<file path="src/rtl/key_event_decoder.sv">
// key_event_decoder: classifies a debounced key level into single, double, long and repeat pulses
// Ports: clk, rst (sync, active-high), key_level (1 = released, 0 = pressed),
// single_click/double_click/long_press/repeat_pulse (one-cycle registered pulses),
// busy (state not IDLE), ev_state (debug state code).
// Optional feature macro KEY_REPEAT_EN: auto-repeat pulses while a long press is held.
module key_event_decoder #(
  parameter int LONG_CYC   = 40,
  parameter int GAP_CYC    = 20,
  parameter int REPEAT_CYC = 10,
  parameter int CNT_W      = 22
) (
  input  logic       clk,
  input  logic       rst,
  input  logic       key_level,
  output logic       single_click,
  output logic       double_click,
  output logic       long_press,
  output logic       repeat_pulse,
  output logic       busy,
  output logic [2:0] ev_state
);
  typedef enum logic [2:0] {
    IDLE      = 3'd0,
    PRESSED   = 3'd1,
    WAIT_2ND  = 3'd2,
    PRESSED2  = 3'd3,
    LONG_HELD = 3'd4
  } state_t;
`ifdef KEY_REPEAT_EN
  localparam bit REP_EN = 1'b1;
`else
  localparam bit REP_EN = 1'b0;
`endif
  localparam logic [CNT_W-1:0] LONG_T = CNT_W'(LONG_CYC - 1);
  localparam logic [CNT_W-1:0] GAP_T  = CNT_W'(GAP_CYC - 1);
  localparam logic [CNT_W-1:0] REP_T  = CNT_W'(REPEAT_CYC - 1);
  state_t           state, nxt;
  logic [CNT_W-1:0] cnt, cnt_nxt;
  logic             armed;
  logic             sc_n, dc_n, lp_n, rp_n;
  assign ev_state = state;
  always_comb begin
    nxt     = state;
    cnt_nxt = cnt;
    sc_n    = 1'b0;
    dc_n    = 1'b0;
    lp_n    = 1'b0;
    rp_n    = 1'b0;
    case (state)
      IDLE: begin
        // a key held through reset must be seen released once before it counts
        if (armed && !key_level) begin
          nxt     = PRESSED;
          cnt_nxt = '0;
        end
      end
      PRESSED: begin
        if (key_level) begin
          nxt     = WAIT_2ND;
          cnt_nxt = '0;
        end else if (cnt == LONG_T) begin
          nxt     = LONG_HELD;
          cnt_nxt = '0;
          lp_n    = 1'b1;
        end else cnt_nxt = cnt + 1'b1;
      end
      WAIT_2ND: begin
        // a press wins over the gap timeout in the same cycle
        if (!key_level) begin
          nxt     = PRESSED2;
          cnt_nxt = '0;
        end else if (cnt == GAP_T) begin
          nxt     = IDLE;
          cnt_nxt = '0;
          sc_n    = 1'b1;
        end else cnt_nxt = cnt + 1'b1;
      end
      PRESSED2: begin
        if (key_level) begin
          nxt     = IDLE;
          cnt_nxt = '0;
          dc_n    = 1'b1;
        end else if (cnt == LONG_T) begin
          nxt     = LONG_HELD;
          cnt_nxt = '0;
          lp_n    = 1'b1;
        end else cnt_nxt = cnt + 1'b1;
      end
      LONG_HELD: begin
        if (key_level) begin
          nxt     = IDLE;
          cnt_nxt = '0;
        end else if (REP_EN) begin
          // wrap at the terminal count so repeats are exactly REPEAT_CYC apart
          cnt_nxt = (cnt == REP_T) ? '0 : cnt + 1'b1;
          rp_n    = (cnt == REP_T);
        end
      end
      default: begin
        nxt     = IDLE;
        cnt_nxt = '0;
      end
    endcase
  end
  always_ff @(posedge clk) begin
    if (rst) begin
      state        <= IDLE;
      cnt          <= '0;
      armed        <= 1'b0;
      single_click <= 1'b0;
      double_click <= 1'b0;
      long_press   <= 1'b0;
      repeat_pulse <= 1'b0;
      busy         <= 1'b0;
    end else begin
      state        <= nxt;
      cnt          <= cnt_nxt;
      armed        <= armed | key_level;
      single_click <= sc_n;
      double_click <= dc_n;
      long_press   <= lp_n;
      repeat_pulse <= rp_n;
      busy         <= (nxt != IDLE);
    end
  end
endmodule

</file>
<file path="config.mk">
export PLATFORM = sky130hd
export DESIGN_NAME = key_event_decoder
export DESIGN_NICKNAME = d
export VERILOG_FILES = /design/src/rtl/key_event_decoder.sv
export SDC_FILE = /design/constraint.sdc
export NUM_CORES = 1
export LEC_CHECK = 0
export ABC_AREA = 1
export BUFFER_PORTS_ARGS = -buffer_cell sky130_fd_sc_hd__buf_4
export CORE_MARGIN = 2
export CORE_UTILIZATION = 50
export CTS_CLUSTER_DIAMETER = 30
export DETAILED_ROUTE_END_ITERATION = 10
export PLACE_DENSITY = 0.68
export SLEW_MARGIN = 30
export SYNTH_ARGS = -nofsm -noshare
export SYNTH_HDL_FRONTEND = slang
export SYNTH_SLANG_ARGS = --single-unit
</file>
<file path="constraint.sdc">
create_clock -name clk -period 3.45 [get_ports clk]
set_clock_uncertainty 0.05 [all_clocks]
set_input_delay 0.1725 -clock clk [delete_from_list [all_inputs] [get_ports clk]]
set_output_delay 0.1725 -clock clk [all_outputs]
set_load 0.01 [all_outputs]
</file>
After elaboration in Yosys (flattened, before gate mapping)
Cells that the tools add are included.

Add/sub/neg operators: 1. Eq/ne operators: 8. Multiplexer cells: 18. Bitwise gates (word level): 5. Reduce and logical (&&, ||, !) cells: 9.

Operators with widths (number): $mux 22 (6); $pmux 22 s4 (1); $add 22x1->22 const B (1); $eq 22x5->1 const B (1); $eq 22x6->1 const B (1); $mux 3 (7); $pmux 3 s5 (1); $eq 3x2->1 const B (2); $reduce_or 3->1 (2); $ne 2x2->1 const B (2); $not 1->1 (4); $reduce_or 2->1 (2); $eq 3x1->1 const B (1); $eq 3x3->1 const B (1); $logic_not 3->1 (1); $mux 1 (3); $reduce_bool 3->1 (1); $reduce_and 2->1 (1); $logic_and 1x1->1 (1); $logic_not 1->1 (1); $or 1x1->1 (1).

Register bits: 30. Bits of input ports: 3.

Logic depth before layout (Yosys ltp)
Word-level depth: 5. Mapped depth: 12.

Worst setup path before layout
OpenSTA, ideal clock, no wires.

Path type: register -> register. From: register cnt[0]. To: register cnt[0]. Setup time: 0.114 ns. Data arrival time: 1.347 ns. Data required time: 3.286 ns. Slack: 1.939 ns. Stages on the path, launching flop included: 12. Buffers on the path: 1. Period minus slack after synthesis: 1.511 ns. Cells stage by stage: dfxtp_1 > ha_1 > nand2_1 > inv_1 > nand2_1 > nor2_1 > nand3_2 > nand2_2 > nand2_4 > buf_6 > o21bai_1 > inv_1.

Longest elaborated chain between the ends: 4. Elaborated cells between the ends (all ways): 8. Those cells by class: add/sub (1); eq/ne (2); mux (5).

Ends and longest elaborated chain: start: declaration (line 38) `logic [CNT_W-1:0] cnt, cnt_nxt;`; start signal: assignment (line 117) `cnt <= cnt_nxt;`; $add 22x1->22 (tied with other cells) (line 65, 76, 87); $mux 22 (on tied branches) (line 61, 83, 72); $mux 22 (on tied branches) (line 79, 69); $pmux 22 s4 * (line 49) `case (state)`.

Mark *: on every way between the ends. The rest lies on a longest branch, timed or not. A chain may end at the register's enable or synchronous reset.

Worst setup path in the final report
From: register cnt[0]. To: register cnt[3].

Same word-level chain as after synthesis.

==> out/metrics.csv <==
metric,value,unit
"CP delay by family, top",simple AND/OR/NAND/NOR gates,
WL/cell,11.7,um
post-layout minimum cycle time,1650,ps
DRC viols,0,
CTS tree,built,
Synth Area in XOR/XNOR,2.86,%
unrepaired setup endpoints after global routing,false,
height of the die,64.7,um
routability cong.,0.830,
status,completed,
mapped cell area,1840,um^2
die width,64.7,um
CTS max path bufs,2,
Worst path max stage delay,410,ps
# port buffers,9,
number of global-route vias before repair,1507,
Synth area leader,dfxtp_1,
post-synthesis simple-gate area fraction,42.6,%
final hold violations,0,
Worst Setup End Kind,flop,
Area Overhead vs Synth,9.52,%
VDD IR-drop max,0.232,mV
"slowest stage cell, crit path",dfxtp_1,
final worst slack,1800,ps
Initial Util,51.0,%
synthesized netlist net count,286,
I/O pin total,11,
detailed-route via count,1733,
total grt overflow,0,
Routed WL,3.96,mm
Max Fclk,604,MHz
CTS Hold Bufs,0,
Async SR Flop Fraction,0,%
Worst Path Required,3570,ps
first drt pass iteration count,4,
nets,296,
predominant post-synthesis flop cell,dfxtp_1,
die area,4180,um^2
Worst Path Arrival,1780,ps
mean area per synthesized cell,6.55,um^2
post_cts resized,0,
synth warn,0,
Clock Pin Slew Worst Setup and Hold Paths,70,ps
ratio of cells with drive above 1 in the final layout,16.1,%
first-pass GRT wire length,6.80,mm
Buf/Inv on CP,0,
Cell Pwr Density,348,nW/um^2
ANT cells,0,
via density per instance,5.10,
unique cell type count in the Yosys netlist,31,
main combinational cell family by area after synthesis,simple AND/OR/NAND/NOR gates,
HP Class,in2reg,
post-synthesis register bit count,30,
Slew HR,64.9,%
first-iteration detailed-routing DRC count,118,
worst slew pin tran,525,ps
root buf cell,clkbuf_8,
GRT Total Usage,21.2,%
Yosys top cell area share,32.6,%
post-route ant nets,0,
worst-path fanout max,19,
Post-synth EDFFs,0,
Final period util,48.0,%
complex-gate fraction of the synthesized area,9.59,%
Leak,0.000836,uW
Core Area,3610,um^2
ranking of synthesized cells by area,"dfxtp_1 (33%), nand2_1 (14%), nand3_1 (7.6%)",
Mapped Cells,281,
Detailed Place HPWL,2.89,mm
Setup crit start kind,flop,
CTS buffer count,5,
"count leader, synth",nand2_1,
H-tree depth,2,
initial antenna violation count,0,
clock sinks,30,
setup TNS,0,ps
critical-path cell list,"ha_1, nand3_1, nor2_1, nand3_1, nand2_2, nand2_4, o21ai_2, nor2_1",
Worst-Skew Late Latency,290,ps
dpl ws,1790,ps
max_cap viols,0,
fin. max-slew vios,0,
Non-Filler Instances,340,
Commonest cells post-synth,"nand2_1 (69), inv_1 (37), dfxtp_1 (30)",
Final setup viols,0,
Setup Crit Path Kind,reg2reg,
"Seq/Total Area, Yosys",32.6,%
num rows,22,
largest net degree at the start of global routing,20,
Synth Area in Adders,1.36,%
post-synthesis mux area share,0,%
post-CTS setup buffer count,0,
Placed Cells,332,
where the power goes:
part           total, uW  switching [uW]  internal, uW
logic               54.1            39.5          14.6
registers            354            3.08           351
clock network        293             132           161
state kept, by name, indices dropped and copies added (netlist names):
signal / count
armed: 1
busy: 1
cnt: 22
double_click: 1
ev_state: 3
long_press: 1
single_click: 1
cell families after synthesis:
| group | Yosys count |
|---|---|
| XOR/XNOR | 6 |
| adder cells (fa/ha/maj) | 2 |
| AO/OA/AOI/OAI | 31 |
| buffers and inverters | 47 |
| AND/OR/NAND/NOR | 164 |
| flip-flops | 30 |
| other | 1 |
metrics by stage:
| step | total power, uW | utilization (%) | area, um^2 | hold WS [ps] |
|---|---|---|---|---|
| detailed placement | 416 | 53.4 | 1920 | 426 |
| floorplan | 401 | - | 1840 | 199 |
| CTS | 710 | 55.9 | 2020 | 119 |
| global placement | 416 | 53.4 | 1920 | 420 |
| global route | 730 | 55.9 | 2020 | 134 |
| finish | 701 | 55.9 | 2020 | 129 |
worst register-to-register path, cell delays in order (launching register included):
cell     delay, ps
dfxtp_1        410
ha_1           210
nand3_1         80
nor2_1         150
nand3_1        140
nand2_2        110
nand2_4        140
o21ai_2        190
nor2_1          70
layout make-up:
class	instances	area, um^2
Inverter	41	154
Fill cell	369	1590
Clock buffer	7	86.3
Tap cell	48	60.1
Clock inverter	1	5.00
Timing Repair Buffer	9	67.6
Sequential cell	30	601
Multi-Input combinational cell	204	1040
final timing paths:
| kind | from | to | slack, ps | depth (start not counted) |
|---|---|---|---|---|
| hold / removal | rst | armed | 130 | 2 |
| setup reg to reg | cnt[0] | cnt[3] | 1800 | 8 |
| hold reg to reg | cnt[19] | cnt[19] | 440 | 2 |
| setup / recovery | cnt[0] | cnt[3] | 1800 | 8 |
routing by layer:
metal | track usage (%) | vias to the layer above | wire, um
li1 | - | 911 | -
met1 | 28.2 | 783 | 1940
met2 | 31.9 | 30 | 1750
met3 | 5.38 | 9 | 201
met4 | 10.6 | 0 | 75
met5 | 0 | - | 0
placed cells by master, fill, tap and decap left out, types with 3 or more instances in the layout:
master	count
nand2_1	69
inv_1	37
dfxtp_1	30
nand3_1	28
nor2_1	28
a21oi_1	13
o21ai_0	9
buf_4	9
nand4_1	8
nor2_2	7
xor2_1	6
clkbuf_8	6
nand2_2	5
inv_2	4
nor3_1	4
o21ai_2	3
o21ai_1	3
nor2_4	3
Note: power is estimated with default switching activity, not from simulation.
